[config.mk]
export PLATFORM = sky130hd
export DESIGN_NAME = regfile_wb_arbiter_flat
export DESIGN_NICKNAME = d
export VERILOG_FILES = /design/src/rtl/regfile_wb_arbiter_if.sv /design/src/rtl/regfile_wb_arbiter.sv /design/src/flat_wrapper.sv
export SDC_FILE = /design/constraint.sdc
export NUM_CORES = 1
export LEC_CHECK = 0
export CAP_MARGIN = 10
export CORE_MARGIN = 2
export CORE_UTILIZATION = 53
export CTS_CLUSTER_DIAMETER = 50
export DETAILED_ROUTE_END_ITERATION = 8
export GPL_TIMING_DRIVEN = 0
export PLACE_DENSITY = 0.84
export SLEW_MARGIN = 20
export SYNTH_ARGS = -nofsm -noshare
export SYNTH_HDL_FRONTEND = slang
export SYNTH_SLANG_ARGS = --single-unit
[constraint.sdc]
create_clock -name clk -period 3.5 [get_ports clk]
set_clock_uncertainty 0.2 [all_clocks]
set_input_delay 0.35 -clock clk [delete_from_list [all_inputs] [get_ports clk]]
set_output_delay 0.35 -clock clk [all_outputs]
set_load 0.05 [all_outputs]
[src/rtl/regfile_wb_arbiter_if.sv]
// Bus bundle for the register-file write-back arbiter: two push handshakes,
// the registered write port, and the hazard-query lookup.
interface regfile_wb_arbiter_if;
  logic        aluValid;
  logic        aluReady;
  logic [4:0]  aluAddr;
  logic [31:0] aluData;
  logic        memValid;
  logic        memReady;
  logic [4:0]  memAddr;
  logic [31:0] memData;
  logic        RegWrite;
  logic [4:0]  wrAddr;
  logic [31:0] wrData;
  logic [4:0]  qAddrA;
  logic [4:0]  qAddrB;
  logic        pendA;
  logic        pendB;
  logic        busy;

  modport master (
    output aluValid, aluAddr, aluData, memValid, memAddr, memData, qAddrA, qAddrB,
    input  aluReady, memReady, RegWrite, wrAddr, wrData, pendA, pendB, busy
  );

  modport slave (
    input  aluValid, aluAddr, aluData, memValid, memAddr, memData, qAddrA, qAddrB,
    output aluReady, memReady, RegWrite, wrAddr, wrData, pendA, pendB, busy
  );
endinterface

[src/rtl/regfile_wb_arbiter.sv]
// Round-robin write-back arbiter: ALU and load-unit FIFOs drain onto the single
// registered register-file write port, with pending-write hazard lookup.
module regfile_wb_arbiter #(
  parameter int DEPTH = 2
) (
  input logic                 clk,
  input logic                 reset,
  regfile_wb_arbiter_if.slave bus
);
  localparam int PW = $clog2(DEPTH);
  localparam int CW = PW + 1;

  typedef enum logic {REQ_ALU = 1'b0, REQ_MEM = 1'b1} req_e;

  // Index 0 is the ALU queue, index 1 the load queue.
  logic [4:0]    r_addr   [2][DEPTH];
  logic [31:0]   r_data   [2][DEPTH];
  logic [PW-1:0] r_wr_ptr [2];
  logic [PW-1:0] r_rd_ptr [2];
  logic [CW-1:0] r_cnt    [2];
  req_e          r_last_gnt;
  logic          r_reg_write;
  logic [4:0]    r_wr_addr;
  logic [31:0]   r_wr_data;

  logic [1:0]       w_valid, w_full, w_empty, w_push, w_pop;
  logic [4:0]       w_in_addr [2];
  logic [31:0]      w_in_data [2];
  logic             w_gnt_any;
  req_e             w_sel;
  logic [4:0]       w_head_addr;
  logic [31:0]      w_head_data;
  logic [PW-1:0]    w_off [2][DEPTH];
  logic [DEPTH-1:0] w_slot_vld [2];
  logic             w_pend_a, w_pend_b;

  assign w_valid      = {bus.memValid, bus.aluValid};
  assign w_in_addr[0] = bus.aluAddr;
  assign w_in_addr[1] = bus.memAddr;
  assign w_in_data[0] = bus.aluData;
  assign w_in_data[1] = bus.memData;

  assign w_full[0]  = (r_cnt[0] == CW'(DEPTH));
  assign w_full[1]  = (r_cnt[1] == CW'(DEPTH));
  assign w_empty[0] = (r_cnt[0] == '0);
  assign w_empty[1] = (r_cnt[1] == '0);
  assign w_push     = w_valid & ~w_full & {2{~reset}};

  // NOTE: every always_comb output gets a default first so no path can infer a latch.
  always_comb begin
    w_sel = REQ_ALU;
    if (!w_empty[0] && !w_empty[1]) begin
      w_sel = (r_last_gnt == REQ_ALU) ? REQ_MEM : REQ_ALU;
    end else if (w_empty[0]) begin
      w_sel = REQ_MEM;
    end
  end

  assign w_gnt_any   = ~(w_empty[0] & w_empty[1]);
  assign w_pop       = {w_gnt_any && (w_sel == REQ_MEM), w_gnt_any && (w_sel == REQ_ALU)};
  assign w_head_addr = (w_sel == REQ_MEM) ? r_addr[1][r_rd_ptr[1]] : r_addr[0][r_rd_ptr[0]];
  assign w_head_data = (w_sel == REQ_MEM) ? r_data[1][r_rd_ptr[1]] : r_data[0][r_rd_ptr[0]];

  // NOTE: sequential state uses non-blocking assignments only, so all flops sample pre-edge values.
  always_ff @(posedge clk) begin
    for (int i = 0; i < 2; i++) begin
      if (reset) begin
        r_wr_ptr[i] <= '0;
        r_rd_ptr[i] <= '0;
        r_cnt[i]    <= '0;
      end else begin
        if (w_push[i]) r_wr_ptr[i] <= r_wr_ptr[i] + PW'(1);
        if (w_pop[i])  r_rd_ptr[i] <= r_rd_ptr[i] + PW'(1);
        r_cnt[i] <= r_cnt[i] + CW'(w_push[i]) - CW'(w_pop[i]);
      end
    end
  end

  // NOTE: FIFO storage is deliberately not reset; the count alone decides which slots are live.
  always_ff @(posedge clk) begin
    for (int i = 0; i < 2; i++) begin
      if (w_push[i]) begin
        r_addr[i][r_wr_ptr[i]] <= w_in_addr[i];
        r_data[i][r_wr_ptr[i]] <= w_in_data[i];
      end
    end
  end

  always_ff @(posedge clk) begin
    if (reset) begin
      r_last_gnt  <= REQ_MEM;
      r_reg_write <= 1'b0;
      r_wr_addr   <= '0;
      r_wr_data   <= '0;
    end else if (w_gnt_any) begin
      r_last_gnt  <= w_sel;
      r_reg_write <= 1'b1;
      r_wr_addr   <= w_head_addr;
      r_wr_data   <= w_head_data;
    end else begin
      r_reg_write <= 1'b0;
    end
  end

  // A slot is live when its distance from the read pointer is below the count.
  always_comb begin
    for (int i = 0; i < 2; i++) begin
      w_slot_vld[i] = '0;
      for (int j = 0; j < DEPTH; j++) begin
        w_off[i][j]      = PW'(j) - r_rd_ptr[i];
        w_slot_vld[i][j] = ({1'b0, w_off[i][j]} < r_cnt[i]);
      end
    end
  end

  always_comb begin
    w_pend_a = r_reg_write && (r_wr_addr == bus.qAddrA);
    w_pend_b = r_reg_write && (r_wr_addr == bus.qAddrB);
    for (int i = 0; i < 2; i++) begin
      for (int j = 0; j < DEPTH; j++) begin
        if (w_slot_vld[i][j] && (r_addr[i][j] == bus.qAddrA)) w_pend_a = 1'b1;
        if (w_slot_vld[i][j] && (r_addr[i][j] == bus.qAddrB)) w_pend_b = 1'b1;
      end
    end
  end

  assign bus.aluReady = !w_full[0] && !reset;
  assign bus.memReady = !w_full[1] && !reset;
  assign bus.RegWrite = r_reg_write;
  assign bus.wrAddr   = r_wr_addr;
  assign bus.wrData   = r_wr_data;
  assign bus.pendA    = w_pend_a && !reset;
  assign bus.pendB    = w_pend_b && !reset;
  assign bus.busy     = ((r_cnt[0] != '0) || (r_cnt[1] != '0) || r_reg_write) && !reset;

endmodule

[src/flat_wrapper.sv]
// flat-port wrapper written by rule: the top's interface ports become plain ports
module regfile_wb_arbiter_flat 
#(
  parameter int DEPTH = 2
)
  (clk, reset, bus_aluValid, bus_aluAddr, bus_aluData, bus_memValid, bus_memAddr, bus_memData, bus_qAddrA, bus_qAddrB, bus_aluReady, bus_memReady, bus_RegWrite, bus_wrAddr, bus_wrData, bus_pendA, bus_pendB, bus_busy);
  regfile_wb_arbiter_if bus_i ();
  input logic clk;
  input logic reset;
  input wire logic [$bits(bus_i.aluValid)-1:0] bus_aluValid;
  input wire logic [$bits(bus_i.aluAddr)-1:0] bus_aluAddr;
  input wire logic [$bits(bus_i.aluData)-1:0] bus_aluData;
  input wire logic [$bits(bus_i.memValid)-1:0] bus_memValid;
  input wire logic [$bits(bus_i.memAddr)-1:0] bus_memAddr;
  input wire logic [$bits(bus_i.memData)-1:0] bus_memData;
  input wire logic [$bits(bus_i.qAddrA)-1:0] bus_qAddrA;
  input wire logic [$bits(bus_i.qAddrB)-1:0] bus_qAddrB;
  output wire logic [$bits(bus_i.aluReady)-1:0] bus_aluReady;
  output wire logic [$bits(bus_i.memReady)-1:0] bus_memReady;
  output wire logic [$bits(bus_i.RegWrite)-1:0] bus_RegWrite;
  output wire logic [$bits(bus_i.wrAddr)-1:0] bus_wrAddr;
  output wire logic [$bits(bus_i.wrData)-1:0] bus_wrData;
  output wire logic [$bits(bus_i.pendA)-1:0] bus_pendA;
  output wire logic [$bits(bus_i.pendB)-1:0] bus_pendB;
  output wire logic [$bits(bus_i.busy)-1:0] bus_busy;
  assign bus_i.aluValid = bus_aluValid;
  assign bus_i.aluAddr = bus_aluAddr;
  assign bus_i.aluData = bus_aluData;
  assign bus_i.memValid = bus_memValid;
  assign bus_i.memAddr = bus_memAddr;
  assign bus_i.memData = bus_memData;
  assign bus_i.qAddrA = bus_qAddrA;
  assign bus_i.qAddrB = bus_qAddrB;
  assign bus_aluReady = bus_i.aluReady;
  assign bus_memReady = bus_i.memReady;
  assign bus_RegWrite = bus_i.RegWrite;
  assign bus_wrAddr = bus_i.wrAddr;
  assign bus_wrData = bus_i.wrData;
  assign bus_pendA = bus_i.pendA;
  assign bus_pendB = bus_i.pendB;
  assign bus_busy = bus_i.busy;
  regfile_wb_arbiter #(.DEPTH(DEPTH)) u_core (.clk(clk), .reset(reset), .bus(bus_i));
endmodule
==> summary.txt, run 1 <==
Place
  • Cell Area, Placed: 0.00962 mm2
  • Placer's final routability congestion estimate: ~0.93
  • Detailed placement HPWL: ~13000 um
  • Pre-CTS setup slack: 0.565 ns
  • IO Port Bufs: ~120

Clock network
  • Max Root-Sink Buffers: 2
  • Sink Count: around 200
  • CTS H-tree lvls: 4
  • CTS Hold Bufs: 0
  • Worst-Skew Late Latency: about 0.44 ns
  • CTS root buf: clkbuf_16
  • Clk slew on worst S/H paths: around 0.07 ns
  • Num CTS Buffers: 17
  • CTS tree: yes

Setup path
  • R2R setup slack: slightly below 0.9 ns
  • Depth of the worst register-to-register path: 5
  • Crit path max-delay family: buffers and inverters
  • Critical path startpoint category: flip-flop
  • Worst R2R End: u_core.r_data[0][56]
  • Crit end category: output pin
  • Worst path cell trace: buf_2 -> nor2_2 -> nand2_1 -> buf_2 -> buf_2 -> nor2_1 -> nor2_1 -> clkdlybuf4s50_1
  • Worst path required time: roughly 3.0 ns
  • Crit-path max FO: 10
  • CP Buf/Inv Count: 4
  • Max stage delay on crit path: 0.81 ns
  • Slowest cell on crit path: clkdlybuf4s50_1
  • Worst endpoint data arrival time: 2.70 ns
  • CP most frequent cell: buf_2
  • Worst setup path endpoint: bus_busy
  • Crit Path Class: flip-flop to output pin
  • Reg2reg start: u_core.r_cnt[0][0]
  • CP Launch Point: u_core.r_cnt[1][1]
  • Critical path depth: 8

Logic synthesis
  • Yosys reg bits: around 200
  • Cells after Synth: roughly 600
  • Async SR Flop Fraction: 0
  • Mapped cell area: about 0.0081 mm2
  • Post-synth top area cell: edfxtp_1
  • Synthesized area per cell: roughly 14 um2
  • Syn. warnings: 0
  • Seq/Total Area, Yosys: 0.673
  • Mapped Nets: slightly below 700
  • Top cells by area, synth: edfxtp_1 57%, dfxtp_1 11%, mux2_2 5.2%
  • Post-synth top area share: 0.566
  • Post-synth top flop: edfxtp_1
  • Cell variety after synth: 35
  • Post-synth EDFFs: approximately 150

STA
  • Crit share post-route: 0.928
  • Post-Route Setup TNS: 0 ns
  • PnR worst setup slack: 0.251 ns
  • Slew @ Worst Pin: between 0.8 and 0.9 ns
  • Fin. Hold Viols: 0
  • Slew Limit Fails: 0
  • Post-route minimum period: around 3.2 ns
  • Hold Slack: around 0.17 ns
  • RSZ-0062 raised after global routing: no
  • Setup violations, final: 0
  • Max-slew headroom: 0.461
  • Fmax achieved: 308 MHz

Pwr
  • Worst ir drop on vdd: between 600 and 700 uV
  • Power Dens Cells: 845 mW/mm2
  • P_leak: ~0.0036 uW

Floorplanning
  • # IOs: 131
  • Core Area: around 0.015 mm2
  • Chip Width: 127 um
  • Initial Util: 0.536
  • Die area: between 0.015 and 0.02 mm2
  • Die Y: 127 um
  • Row Count: between 40 and 50

Final layout
  • Commonest cells after routing, fill and taps aside: 152 x edfxtp_1, 117 x clkdlybuf4s50_1, 78 x nand2_1, 43 x a21oi_1, 43 x dfxtp_1
  • Synthesis-to-layout area growth: 26.9%
  • Layout cells sized above 1: 0.132
  • Diodes inserted: 0
  • Final #Nets: approximately 800
  • Most common cell after layout, fill and taps aside: edfxtp_1
  • Final design instance area without fill: 0.0102 mm2

GRT
  • Global-route wire length before repair: about 29000 um
  • Total grt overflow: 0
  • GRT Resource Usage Total: 0.238
  • Largest net degree at the start of global routing: 23
  • Number of global-route vias before repair: about 5500
  • Antenna violations before repair: 0

Min path
  • HP Class: primary input to flip-flop

Routing
  • Antenna viol nets, final: 0
  • Vias/cell: around 5.7
  • Initial DRC Count: roughly 420
  • # DRC: 0
  • DR WL/cell: slightly above 20 um
  • First drt pass iteration count: 5
  • Routed WL: around 19000 um
  • Total number of vias: approximately 5300

Status
  • Status: finished clean

Job
  • Max Cap Viol: 0
[per-stage QoR]
step | std cells | total power (uW) | util
after CTS | 929 | 8660 | 0.680
after global routing | 929 | 9000 | 0.681
after floorplan | 586 | 5510 | -
after global placement | 893 | 6540 | 0.631
after detailed placement | 897 | 6680 | 0.640
final | 929 | 8640 | 0.681
[how the worst min path moves through the flow]
stage	endpoint	depth (start not counted)	slack, ns	from
finish	u_core.r_cnt[1][0]	2	0.17	reset
global route	u_core.bus.RegWrite	2	0.22	reset
CTS	u_core.r_cnt[1][0]	2	0.17	reset
detailed placement	u_core.bus.wrData[15]	2	0.24	u_core.bus.wrData[15]
global placement	u_core.bus.wrData[20]	2	0.24	u_core.bus.wrData[20]
floorplan	u_core.r_addr[0][0]	0	0.25	bus_aluAddr[0]
[registers in the layout, indices dropped and copies added (netlist names)]
signal	cells
u_core.r_cnt	4
u_core.bus.wrAddr	5
u_core.bus.wrData	32
u_core.r_rd_ptr	2
u_core.r_data	128
u_core.r_wr_ptr	2
u_core.r_addr	20
u_core.r_last_gnt	1
u_core.bus.RegWrite	1
[timing repair]
item / in CTS / in global routing
resized for setup: 0 / 2
setup endpoints to repair: 0 / 2
hold endpoints to repair: 0 / 0
setup buffers: 0 / 0
[per-layer routing]
metal	vias to the layer above	global-route usage	wire, um
li1	2416	-	-
met3	26	0.0519	1190
met2	238	0.405	9350
met4	0	0.0834	316
met1	2626	0.304	7970
met5	-	0	0
[cell usage after synthesis (4+ instances only)]
library cell  instances
edfxtp_1            152
nand2_1              78
a21oi_1              43
dfxtp_1              43
mux2_2               37
mux2i_1              37
o211ai_1             37
xnor2_1              28
xor2_1               26
clkbuf_1             21
buf_2                11
nor2_1               11
inv_1                 9
nor4_1                7
a31oi_1               6
buf_4                 5
ha_1                  4
nor2b_1               4
nor3_1                4
[power by group]
part           total [uW]  switching [uW]  internal (uW)  leakage (uW)
sequential           3150             243           2900       0.00175
clock                1980             836           1150      0.000288
combinational        3520            2220           1300       0.00152
total                8640            3300           5350       0.00357
[kinds of logic (layout without fill, tap and decap cells)]
| group | Yosys count | after routing | synth area share |
|---|---|---|---|
| muxes | 74 | 74 | 0.0976 |
| adders and majority gates | 4 | 4 | 0.00621 |
| AOI/OAI and AO/OA | 90 | 90 | 0.0698 |
| buffers and inverters | 51 | 206 | 0.0301 |
| xor gates and xnor gates | 54 | 54 | 0.0587 |
| DFF | 195 | 195 | 0.673 |
| and+or+nand+nor | 118 | 118 | 0.0649 |
[area by class of cell]
type	count	area, um2
buffer	42	209
clock buffer	20	447
clock inverter	12	156
fill	1039	4800
inverter	9	33.8
multi-input combinational	340	2420
sequential	195	5430
tap	188	235
timing repair buffer	123	1310
Note: power is estimated with default switching activity, not from simulation.
==> run 2, diff against run 1 <==
CAP_MARGIN = default   (was 10)
==> results of run 2 <==
No change in the layout: final DEF, timing and power equal those of run 1.
==> run 3, diff against run 2 <==
HOLD_SLACK_MARGIN = 0.1   (was default)
clock period = 3 ns   (was 3.5 ns; I/O delays follow)
==> run 3 against run 2 <==
Effect of this change: sequential power is 17% higher; final cell count down 0.11%; combinational power increased by 16%; die area unchanged; clock power up 19%; sequential cell count unchanged; critical path type unchanged; power up 17%; sequential share of layout area increased by 0.23 points; routed wire length about the same.
==> summary.txt, run 3 (synthesis results as in run 1) <==
Setup path
  • Crit-path max FO: 10 (unchanged)
  • Critical path startpoint category: flip-flop (unchanged)
  • Worst path required time: 2.50 ns (was 2.95 ns)
  • R2R setup slack: 0.50 ns (was 0.88 ns)
  • Crit end category: output pin (unchanged)
  • Crit Path Class: flip-flop to output pin (unchanged)
  • Worst endpoint data arrival time: 2.31 ns (was 2.70 ns)
  • Depth of the worst register-to-register path: 3 (was 5)

Place
  • IO Port Bufs: 119 (unchanged)
  • Number of cells after detailed placement: 896 (was 897)
  • Placer's final routability congestion estimate: 0.887 (was 0.927)
  • Detailed placement HPWL: 12700 um (was 12900 um)

Job
  • Max Cap Viol: 0 (unchanged)

STA
  • RSZ-0062 raised after global routing: no (unchanged)
  • Setup violations, final: 0 (unchanged)
  • Slew @ Worst Pin: 1.04 ns (was 0.806 ns)
  • Post-route minimum period: between 2 and 3 ns
  • Fmax achieved: around 360 MHz
  • Slew Limit Fails: 0 (unchanged)
  • Fin. Hold Viols: 0 (unchanged)
  • Max-slew headroom: 0.305 (was 0.461)
  • Hold Slack: 0.128 ns (was 0.175 ns)
  • Crit share post-route: 0.937

Clock network
  • CTS H-tree lvls: 4 (unchanged)
  • Sink Count: 195 (unchanged)
  • Num CTS Buffers: 17 (unchanged)
  • Setup bufs post-CTS: 0 (unchanged)
  • CTS root buf: clkbuf_16 (unchanged)
  • CTS Hold Bufs: 0 (unchanged)
  • CTS tree: yes (unchanged)
  • Clk slew on worst S/H paths: 0.07 ns (about the same)
  • Worst-Skew Late Latency: 0.43 ns (was 0.44 ns)
  • Max Root-Sink Buffers: 2 (unchanged)

Routing
  • Total number of vias: 5226 (was 5306)
  • # DRC: 0 (unchanged)
  • Initial DRC Count: 401 (was 421)
  • First drt pass iteration count: 5 (unchanged)
  • Vias/cell: 5.63 (was 5.71)
  • DR WL/cell: 20.3 um (about the same)
  • Antenna viol nets, final: 0 (unchanged)
  • Routed WL: 18800 um (about the same)

Floorplanning
  • Die area: 0.0162 mm2 (unchanged)
  • Die Y: 127 um (unchanged)
  • Chip Width: 127 um (unchanged)
  • Row Count: 45 (unchanged)
  • Initial Util: 0.536 (unchanged)
  • # IOs: 131 (unchanged)
  • Core Area: 0.0150 mm2 (unchanged)

Final layout
  • Diodes inserted: 0 (unchanged)
  • Max reg flops: 128 (unchanged)
  • Synthesis-to-layout area growth: 26.3% (was 26.9%)
  • Final std cells w/o fill: 928 (was 929)
  • Most common cell after layout, fill and taps aside: edfxtp_1 (unchanged)
  • Layout cells sized above 1: 0.135 (was 0.132)
  • Commonest cells after routing, fill and taps aside: 152 x edfxtp_1, 116 x clkdlybuf4s50_1, 78 x nand2_1, 43 x a21oi_1, 43 x dfxtp_1 (was 152 x edfxtp_1, 117 x clkdlybuf4s50_1, 78 x nand2_1, 43 x a21oi_1, 43 x dfxtp_1)
  • Final #Nets: 819 (was 820)

Pwr
  • Power Dens Cells: 992 mW/mm2 (was 845 mW/mm2)
  • P_leak: 0.00353 uW (was 0.00357 uW)
  • Worst ir drop on vdd: 573 uV (was 631 uV)
  • Tot Pwr: 10100 uW (was 8640 uW)

Status
  • Status: finished clean (unchanged)

GRT
  • Total grt overflow: 0 (unchanged)
  • Antenna violations before repair: 0 (unchanged)
  • Global-route wire length before repair: 29000 um (about the same)
  • Number of global-route vias before repair: 5516 (was 5499)
  • GRT Resource Usage Total: 0.238 (about the same)
  • Largest net degree at the start of global routing: 38 (was 23)

Min path
  • Worst Hold Path Cells: 2 (unchanged)
  • HP Class: primary input to flip-flop (unchanged)
run 3: cell types whose count changed in the layout (fill, tap and decap cells not counted), sizes merged:
| cell | change |
|---|---|
| buf | -1 |
| bufinv | +1 |
| clkbuf | +1 |
| clkdlybuf4s50 | -1 |
| clkinv | +1 |
| clkinvlp | -1 |
| dlymetal6s2s | -2 |
| inv | +1 |
run 3: stage by stage:
stage,setup slack [ns],utilization,cell area (um2),TNS [ns]
after global placement,-1.40,0.632,9500,-103.38
after global routing,0.0273,0.678,10200,0
final,0.190,0.678,10200,0
after CTS,-0.0194,0.679,10200,-0.0194
after detailed placement,0.145,0.638,9590,0
after floorplan,-0.0911,-,8070,-6.74
run 3: area by class of cell:
class / count / area, um2
sequential: 195 / 5430
fill: 1023 / 4840
multi-input combinational: 340 / 2420
timing repair buffer: 122 / 1250
clock buffer: 18 / 429
tap: 188 / 235
buffer: 42 / 209
clock inverter: 14 / 185
inverter: 9 / 33.8
run 3: path summary, 6_finish.rpt:
check                                     startpoint                   end
worst min register to register  u_core.bus.wrData[5]  u_core.bus.wrData[5]
worst min-delay path                           reset    u_core.r_cnt[1][0]
worst max-delay path              u_core.r_rd_ptr[0]             bus_pendA
worst max register to register    u_core.r_cnt[0][0]  u_core.r_data[0][10]
run 3: per-layer routing:
layer	track usage	up-vias	share of wire
li1	-	2409	-
met1	0.299	2558	0.41
met2	0.413	237	0.51
met3	0.0536	22	0.072
met4	0.0763	0	0.013
met5	0	-	0
run 3: timing repair:
action,in CTS,in global routing
endpoints found under the setup margin,3,3
pin swaps,0,0
endpoints found under the hold margin,0,0
gates resized for setup,5,6
run 3: where the power goes:
group | internal [uW] | switching, uW | leakage, uW
Clock | 1390 | 966 | 0.000298
Sequential | 3390 | 287 | 0.00175
Combinational | 1500 | 2580 | 0.00148
run 3: critical path, stage by stage, from the launching register on:
cell	delay (ns)
edfxtp_1	0.44
buf_2	0.25
inv_1	0.08
a21oi_1	0.10
nor4_1	0.34
a31oi_1	0.13
a31oi_1	0.22
clkbuf_2	0.31
